==> src/rtl/asip_pkg.sv <==
// Shared ASIP constants and enums for the control-flow redirect path.
package asip_pkg;
  localparam int PC_W    = 8;
  localparam int PC_STEP = 4;

  typedef enum logic [2:0] {
    BR_JMP = 3'd0,
    BR_BEQ = 3'd1,
    BR_BNE = 3'd2,
    BR_BLT = 3'd3,
    BR_BGE = 3'd4
  } br_type_t;

  typedef enum logic [1:0] {
    ST_IDLE,
    ST_REDIRECT,
    ST_FLUSH
  } redir_state_t;
endpackage

==> src/rtl/pc_redirect_unit_branch_cond.sv <==
// Branch condition evaluator: {brType, N, Z} -> taken. Reserved types never take.
module branch_cond
  import asip_pkg::*;
(
  input  logic [2:0] brType_i,
  input  logic       flagN_i,
  input  logic       flagZ_i,
  output logic       taken_o
);

  // Decode branch type against the registered flags
  always_comb begin
    taken_o = 1'b0;
    case (brType_i)
      BR_JMP:  taken_o = 1'b1;
      BR_BEQ:  taken_o = flagZ_i;
      BR_BNE:  taken_o = ~flagZ_i;
      BR_BLT:  taken_o = flagN_i;
      BR_BGE:  taken_o = ~flagN_i;
      default: taken_o = 1'b0;
    endcase
  end

endmodule

==> src/rtl/pc_redirect_unit.sv <==
// PC redirect unit: resolves execute-stage branches, issues a one-cycle PC
// write to fetch and holds IF/ID + ID/EX flush for FLUSH_CYCLES cycles.
// Optional build macro PC_REDIRECT_STATS_EN adds taken/not-taken counters.
// PC_STEP is assumed to be a power of two (alignment is a low-bit mask).
module pc_redirect_unit #(
  parameter int PC_W         = asip_pkg::PC_W,
  parameter int PC_STEP      = asip_pkg::PC_STEP,
  parameter int FLUSH_CYCLES = 2
) (
  input  logic            clk,
  input  logic            reset,
  input  logic            flagWrEn,
  input  logic [1:0]      flagsIn,
  input  logic            brValid,
  input  logic [2:0]      brType,
  input  logic [PC_W-1:0] brPc,
  input  logic [PC_W-1:0] brOffset,
  output logic            pcWrEn,
  output logic [PC_W-1:0] newPc,
  output logic            flushIF,
  output logic            flushID,
  output logic            busy,
`ifdef PC_REDIRECT_STATS_EN
  output logic [15:0]     takenCnt,
  output logic [15:0]     notTakenCnt,
`endif
  output logic            alignErr
);
  import asip_pkg::*;

  localparam logic [PC_W-1:0] ALIGN_MASK = PC_W'(PC_STEP - 1);
  localparam logic [2:0]      CNT_LOAD   = 3'(FLUSH_CYCLES - 1);

  logic [1:0]      flags_q;  // {N, Z}
  redir_state_t    state_q, state_d;
  logic [2:0]      cnt_q, cnt_d;
  logic            pcWrEn_q, pcWrEn_d;
  logic            flush_q, flush_d;
  logic            busy_q, busy_d;
  logic            alignErr_q, alignErr_d;
  logic [PC_W-1:0] newPc_q, newPc_d;
  logic            taken;
  logic [PC_W-1:0] target;
  logic            misal;

  branch_cond u_cond (
    .brType_i (brType),
    .flagN_i  (flags_q[1]),
    .flagZ_i  (flags_q[0]),
    .taken_o  (taken)
  );

  // Signed offset times step wraps naturally in PC_W-bit arithmetic
  assign target = brPc + (brOffset * PC_W'(PC_STEP));
  assign misal  = |(target & ALIGN_MASK);

  // Flag register; a same-cycle branch sees the old value
  always_ff @(posedge clk) begin
    if (reset)         flags_q <= 2'b00;
    else if (flagWrEn) flags_q <= flagsIn;
  end

  // FSM state and flush counter registers
  always_ff @(posedge clk) begin
    if (reset) begin
      state_q <= ST_IDLE;
      cnt_q   <= 3'd0;
    end else begin
      state_q <= state_d;
      cnt_q   <= cnt_d;
    end
  end

  // Next state; brValid is only looked at in IDLE (wrong path otherwise)
  always_comb begin
    state_d = state_q;
    cnt_d   = cnt_q;
    unique case (state_q)
      ST_IDLE:     if (brValid && taken) state_d = ST_REDIRECT;
      ST_REDIRECT: begin
        cnt_d   = CNT_LOAD;
        state_d = (FLUSH_CYCLES == 1) ? ST_IDLE : ST_FLUSH;
      end
      ST_FLUSH: begin
        cnt_d = (cnt_q == 3'd0) ? 3'd0 : cnt_q - 3'd1;
        if (cnt_q <= 3'd1) state_d = ST_IDLE;
      end
      default:     state_d = ST_IDLE;
    endcase
  end

  // Output next-values, derived from the upcoming state so outputs are registered
  always_comb begin
    pcWrEn_d   = (state_d == ST_REDIRECT);
    flush_d    = (state_d != ST_IDLE);
    busy_d     = (state_d != ST_IDLE);
    newPc_d    = newPc_q;
    alignErr_d = alignErr_q;
    if (state_q == ST_IDLE && state_d == ST_REDIRECT) begin
      newPc_d    = target & ~ALIGN_MASK;
      alignErr_d = alignErr_q | misal;
    end
  end

  // Output registers
  always_ff @(posedge clk) begin
    if (reset) begin
      pcWrEn_q   <= 1'b0;
      flush_q    <= 1'b0;
      busy_q     <= 1'b0;
      alignErr_q <= 1'b0;
      newPc_q    <= '0;
    end else begin
      pcWrEn_q   <= pcWrEn_d;
      flush_q    <= flush_d;
      busy_q     <= busy_d;
      alignErr_q <= alignErr_d;
      newPc_q    <= newPc_d;
    end
  end

  assign pcWrEn   = pcWrEn_q;
  assign newPc    = newPc_q;
  assign flushIF  = flush_q;
  assign flushID  = flush_q;
  assign busy     = busy_q;
  assign alignErr = alignErr_q;

`ifdef PC_REDIRECT_STATS_EN
  logic [15:0] takenCnt_q, notTakenCnt_q;

  // Saturating counts of branches evaluated in IDLE
  always_ff @(posedge clk) begin
    if (reset) begin
      takenCnt_q    <= 16'd0;
      notTakenCnt_q <= 16'd0;
    end else if (state_q == ST_IDLE && brValid) begin
      if (taken && takenCnt_q != 16'hFFFF)        takenCnt_q    <= takenCnt_q + 16'd1;
      if (!taken && notTakenCnt_q != 16'hFFFF)    notTakenCnt_q <= notTakenCnt_q + 16'd1;
    end
  end

  assign takenCnt    = takenCnt_q;
  assign notTakenCnt = notTakenCnt_q;
`endif

endmodule

==> config.mk <==
export PLATFORM = sky130hd
export DESIGN_NAME = pc_redirect_unit
export DESIGN_NICKNAME = d
export VERILOG_FILES = /design/src/rtl/asip_pkg.sv /design/src/rtl/pc_redirect_unit_branch_cond.sv /design/src/rtl/pc_redirect_unit.sv
export SDC_FILE = /design/constraint.sdc
export NUM_CORES = 1
export LEC_CHECK = 0
export CAP_MARGIN = 5
export CORE_MARGIN = 2
export CORE_UTILIZATION = 25
export DETAILED_ROUTE_END_ITERATION = 16
export GPL_ROUTABILITY_DRIVEN = 0
export PLACE_DENSITY = 0.54
export SLEW_MARGIN = 20
export SYNTH_ARGS = -nofsm -noshare
export SYNTH_HDL_FRONTEND = slang
export SYNTH_SLANG_ARGS = --single-unit
export TNS_END_PERCENT = 100
==> constraint.sdc <==
create_clock -name clk -period 5.15 [get_ports clk]
set_input_delay 0.515 -clock clk [delete_from_list [all_inputs] [get_ports clk]]
set_output_delay 0.515 -clock clk [all_outputs]
set_load 0.01 [all_outputs]
## Word level (Yosys, flattened, before mapping)

Cells that the tools add are included.

- Register bits after elaboration: 16
- Latch bits: 0
- Bits in writable memories: 0
- Bits in read-only memories: 0
- Input bits: 25
- Output and inout bits: 13
- Word-level logic and storage cells: 34
- Memories kept: 0

- $add $sub $neg: 2
- Multiply operators: 0
- Div/mod/pow operators: 0
- Magnitude comparators: 1
- Equal/unequal tests: 7
- Shift-type cells: 0
- Mux-type cells: 6
- Bitwise logic cells: 3
- Reduce and logical (&&, ||, !) cells: 8

Operator list:

| kind | count |
|---|---|
| $add 8x8->8 | 1 |
| $eq 3x2->1 const B | 2 |
| $logic_not 3->1 | 2 |
| $pmux 2 s3 | 1 |
| $pmux 3 s2 | 1 |
| $pmux 1 s5 | 1 |
| $eq 2x1->1 const B | 2 |
| $mux 2 | 2 |
| $reduce_bool 2->1 | 2 |
| $eq 3x1->1 const B | 1 |
| $eq 3x3->1 const B | 1 |
| $le 3x1->1 const B | 1 |
| $mux 3 | 1 |
| $sub 3x1->3 const B | 1 |
| $eq 2x2->1 const B | 1 |
| $logic_and 1x1->1 | 2 |
| $logic_not 2->1 | 1 |
| $not 1->1 | 2 |
| $reduce_or 2->1 | 1 |
| $or 1x1->1 | 1 |

## Depth between registers and ports, before layout

- Depth in word-level cells: 7
- Mapped depth: 8
- Gate-level depth less buffers: 8

## By module

A second synthesis with hierarchy kept.

- Cell total of the unflattened synthesis: 113
- Area, all modules: 987.2 sq um

Modules (own cells, without submodules):

| module | times used | cells each | area an instance (sq um) | sequential area each (sq um) |
|---|---|---|---|---|
| pc_redirect_unit | 1 | 107 | 958.4 | 320.3 |
| branch_cond | 1 | 6 | 28.8 | 0.0 |

## Worst setup path after synthesis

OpenSTA, ideal clock, no wires.

- Kind: input -> register
- From: input port brPc[2]
- To: register newPc_q[6], in the netlist newPc[6]
- Library setup time: 0.071 ns
- Arrival time: 1.672 ns
- Data required time: 5.079 ns
- Slack: 3.407 ns
- Stages: 8
- Path buffers: 0
- Cell sequence: ha_1 > inv_1 > fa_1 > nor2b_1 > o21a_1 > nor3_1 > nand4b_1 > a21oi_1

- Longest elaborated chain between the ends: 1

Ends and longest elaborated chain:

| what | RTL line | source |
|---|---|---|
| start: declaration | pc_redirect_unit.sv:16 | `input logic [PC_W-1:0] brPc,` |
| $add 8x8->8 | pc_redirect_unit.sv:54 | `assign target = brPc + (brOffset * PC_W'(PC_STEP));` |
| end signal: assignment | pc_redirect_unit.sv:118 | `newPc_q <= newPc_d;` |
| end: declaration | pc_redirect_unit.sv:41 | `logic [PC_W-1:0] newPc_q, newPc_d;` |

No other way between the ends.
A chain may end at the register's enable or synchronous reset.

## Worst setup path after layout

Same ends and word-level chain as after synthesis.

==> flow_summary.json <==
{
  "ctsRootBufferMaster": "clkbuf_8",
  "layout_commonest_cell": "clkdlybuf4s50_1",
  "maxCapViolations": 0,
  "min_period_ns": 2.17,
  "avgSynthCellArea_um2": 8.85,
  "antenna_found_initial": 0,
  "setup_tns_ns": 0,
  "gr-total-overflow": 0,
  "min_from": "alignErr",
  "total_power_uw": 348,
  "rows": 22,
  "dpl.hpwl_mm": 1.77,
  "final_cell_mix": "clkdlybuf4s50_1, dfxtp_1, a21oi_1",
  "dieArea_um2": 4480,
  "crit_type": "in2reg",
  "grt_first_pass_wirelength_mm": 3.94,
  "antenna_cells": 0,
  "pre_cts_ws_ns": 2.74,
  "die-width_um": 67.0,
  "crit_chain": "clkdlybuf4s50_1 -> ha_1 -> inv_1 -> fa_1 -> nor2b_1 -> o21a_1 -> nor3_1 -> nand4b_1 -> a21oi_1",
  "grt_pass1_vias": 952,
  "critPathMaxFanout": 3,
  "cpLargestDelayFamily": "adder cells",
  "cts_tree": "done",
  "critPathLaunchType": "input port",
  "portBuffers": 33,
  "rr_worst_depth": 7,
  "hold_path_depth": 2,
  "post-route-period-util": 0.421,
  "p_leak_nw": 0.535,
  "cp.arrival_ns": 2.34,
  "slowest_delay_ns": 0.47,
  "cts_buffers": 3,
  "post-route-util": 0.369,
  "clockBufferDepth": 2,
  "area_growth_pct": 39.4,
  "worstMarginPinSlew_ns": 0.606,
  "crit_buf_inv": 2,
  "worst_slew_margin_rel": 0.595,
  "vdd_drop_max_mv": 0.102,
  "routed-via-count": 878,
  "holdPathEnd": "alignErr",
  "ant_nets": 0,
  "wl_per_cell_um": 11.5,
  "design.core.area_um2": 3740,
  "clock-skew-final_ns": 0.00584,
  "setup_viol": 0,
  "seq_area_frac_synth": 0.323,
  "drcViolationCount": 0,
  "initialDrtViolationCount": 3,
  "drive_gt1_frac": 0.0490,
  "r2r-start": "state_q[0]",
  "yosysWarnings": 0,
  "clkTransAtPathRegs_ns": 0.06,
  "pin_count": 38,
  "hold_path.class": "reg2reg",
  "ys_types": 34,
  "first_pass_iters": 4,
  "cts_sinks": 16,
  "cts_max_level": 1,
  "cts_setup_buffers": 0,
  "max_freq_ghz": 0.461,
  "netlist_instances": 112,
  "r2r_slack_ns": 3.23,
  "start_util": 0.265,
  "syn_area_um2": 991,
  "end_kind": "flop",
  "num-nets-final": 181,
  "status": "finished clean",
  "hold_violations": 0,
  "via_per_inst": 4.60,
  "track_usage": 0.115,
  "clk_latency_ns": 0.25,
  "wirelength_mm": 2.20,
  "hold_buffers": 0,
  "p_per_area_nw_per_um2": 252,
  "slew_viol_final": 0,
  "ctsResizeCount": 0,
  "rr_endpoint": "newPc[7]",
  "rsz0062_at_grt": "no",
  "ys_ff_latch": 16,
  "slowest_stage": "clkdlybuf4s50_1",
  "holdWs_ns": 0.444,
  "die_h_um": 67.0,
  "required_ns": 5.32,
  "fin_ws_ns": 2.98,
  "num-fill-cells": 388,
  "grt_max_degree": 16
}
-- final cells by class --
class,count,area [um^2],share of cell area
Clock buffer,3,41.3,0.0299
Inverter,11,41.3,0.0299
Tap cell,48,60.1,0.0435
Timing Repair Buffer,33,330,0.239
Multi-Input combinational cell,80,588,0.426
Sequential cell,16,320,0.232
-- state kept, by name, indices dropped and copies added, names as in the netlist --
signal and flops:
busy 1, pcWrEn 1, newPc 6, alignErr 1, state_q 2, flags_q 2
cnt_q 3
-- how the worst max path moves through the flow --
| stage | start | end | cells after the start |
|---|---|---|---|
| after global placement | brPc[2] | newPc[6] | 9 |
| after global routing | brPc[2] | newPc[6] | 9 |
| after detailed placement | brPc[2] | newPc[6] | 9 |
| after CTS | brPc[2] | newPc[6] | 9 |
| final | brPc[2] | newPc[6] | 9 |
| after floorplan | brPc[2] | newPc[6] | 8 |
-- tightest hold or removal path: cells and delay by family (launching register included) --
| kind | cells | cell delay, ns |
|---|---|---|
| compound gates | 1 | 0.05 |
| flops | 1 | 0.31 |
| buf+inv | 1 | 0.05 |
-- cell usage after synthesis --
master | number | area share
o21ai_0 | 10 | 0.051
mux2i_1 | 3 | 0.030
nand2_1 | 4 | 0.015
nor2_1 | 6 | 0.023
o21bai_1 | 1 | 0.0076
or3_1 | 2 | 0.013
a31oi_1 | 2 | 0.013
ha_1 | 10 | 0.13
a31o_1 | 1 | 0.0088
xnor2_1 | 4 | 0.035
nor2b_1 | 1 | 0.0063
o221ai_4 | 1 | 0.027
a21oi_1 | 12 | 0.061
a211oi_1 | 1 | 0.0076
a211oi_2 | 1 | 0.013
fa_1 | 1 | 0.020
nor3_1 | 1 | 0.0050
nand4b_1 | 1 | 0.0088
nand3_1 | 4 | 0.020
mux2_4 | 1 | 0.015
nand2b_1 | 2 | 0.013
inv_1 | 11 | 0.042
buf_6 | 1 | 0.011
buf_4 | 4 | 0.030
conb_1 | 1 | 0.0038
nand3b_1 | 1 | 0.0076
dfxtp_1 | 16 | 0.32
a311oi_1 | 2 | 0.018
a21o_1 | 1 | 0.0076
o21a_1 | 1 | 0.0076
clkbuf_1 | 1 | 0.0038
o211ai_1 | 2 | 0.015
nand4_1 | 1 | 0.0063
or2_2 | 1 | 0.0063
-- per-stage QoR --
stage                     cells  instance area [um^2]
after floorplan             113                   995
after global placement      188                  1340
after detailed placement    188                  1340
after CTS                   191                  1380
after global routing        191                  1380
final                       191                  1380
-- metal layers --
layer	track usage	part of all wire	vias up
li1	-	-	452
met2	0.206	0.50	23
met1	0.127	0.44	401
met5	0	0	-
met4	0.0689	0.015	0
met3	0.0186	0.039	2
-- report_power, final --
part | switching (mW) | leakage [nW] | internal [mW]
logic | 0.0516 | 0.382 | 0.0606
clock network | 0.0402 | 0.0216 | 0.0517
registers | 0.00820 | 0.131 | 0.136
total | 0.100 | 0.535 | 0.248
-- logic make-up after synthesis --
kind of cell,share of synthesized area
adders and majority gates,0.146
and+or+nand+nor,0.124
DFF,0.323
xor gates and xnor gates,0.0353
muxes,0.0455
other,0.00378
buffers and inverters,0.0871
AOI/OAI and AO/OA,0.235
Note: power is estimated with default switching activity, not from simulation.
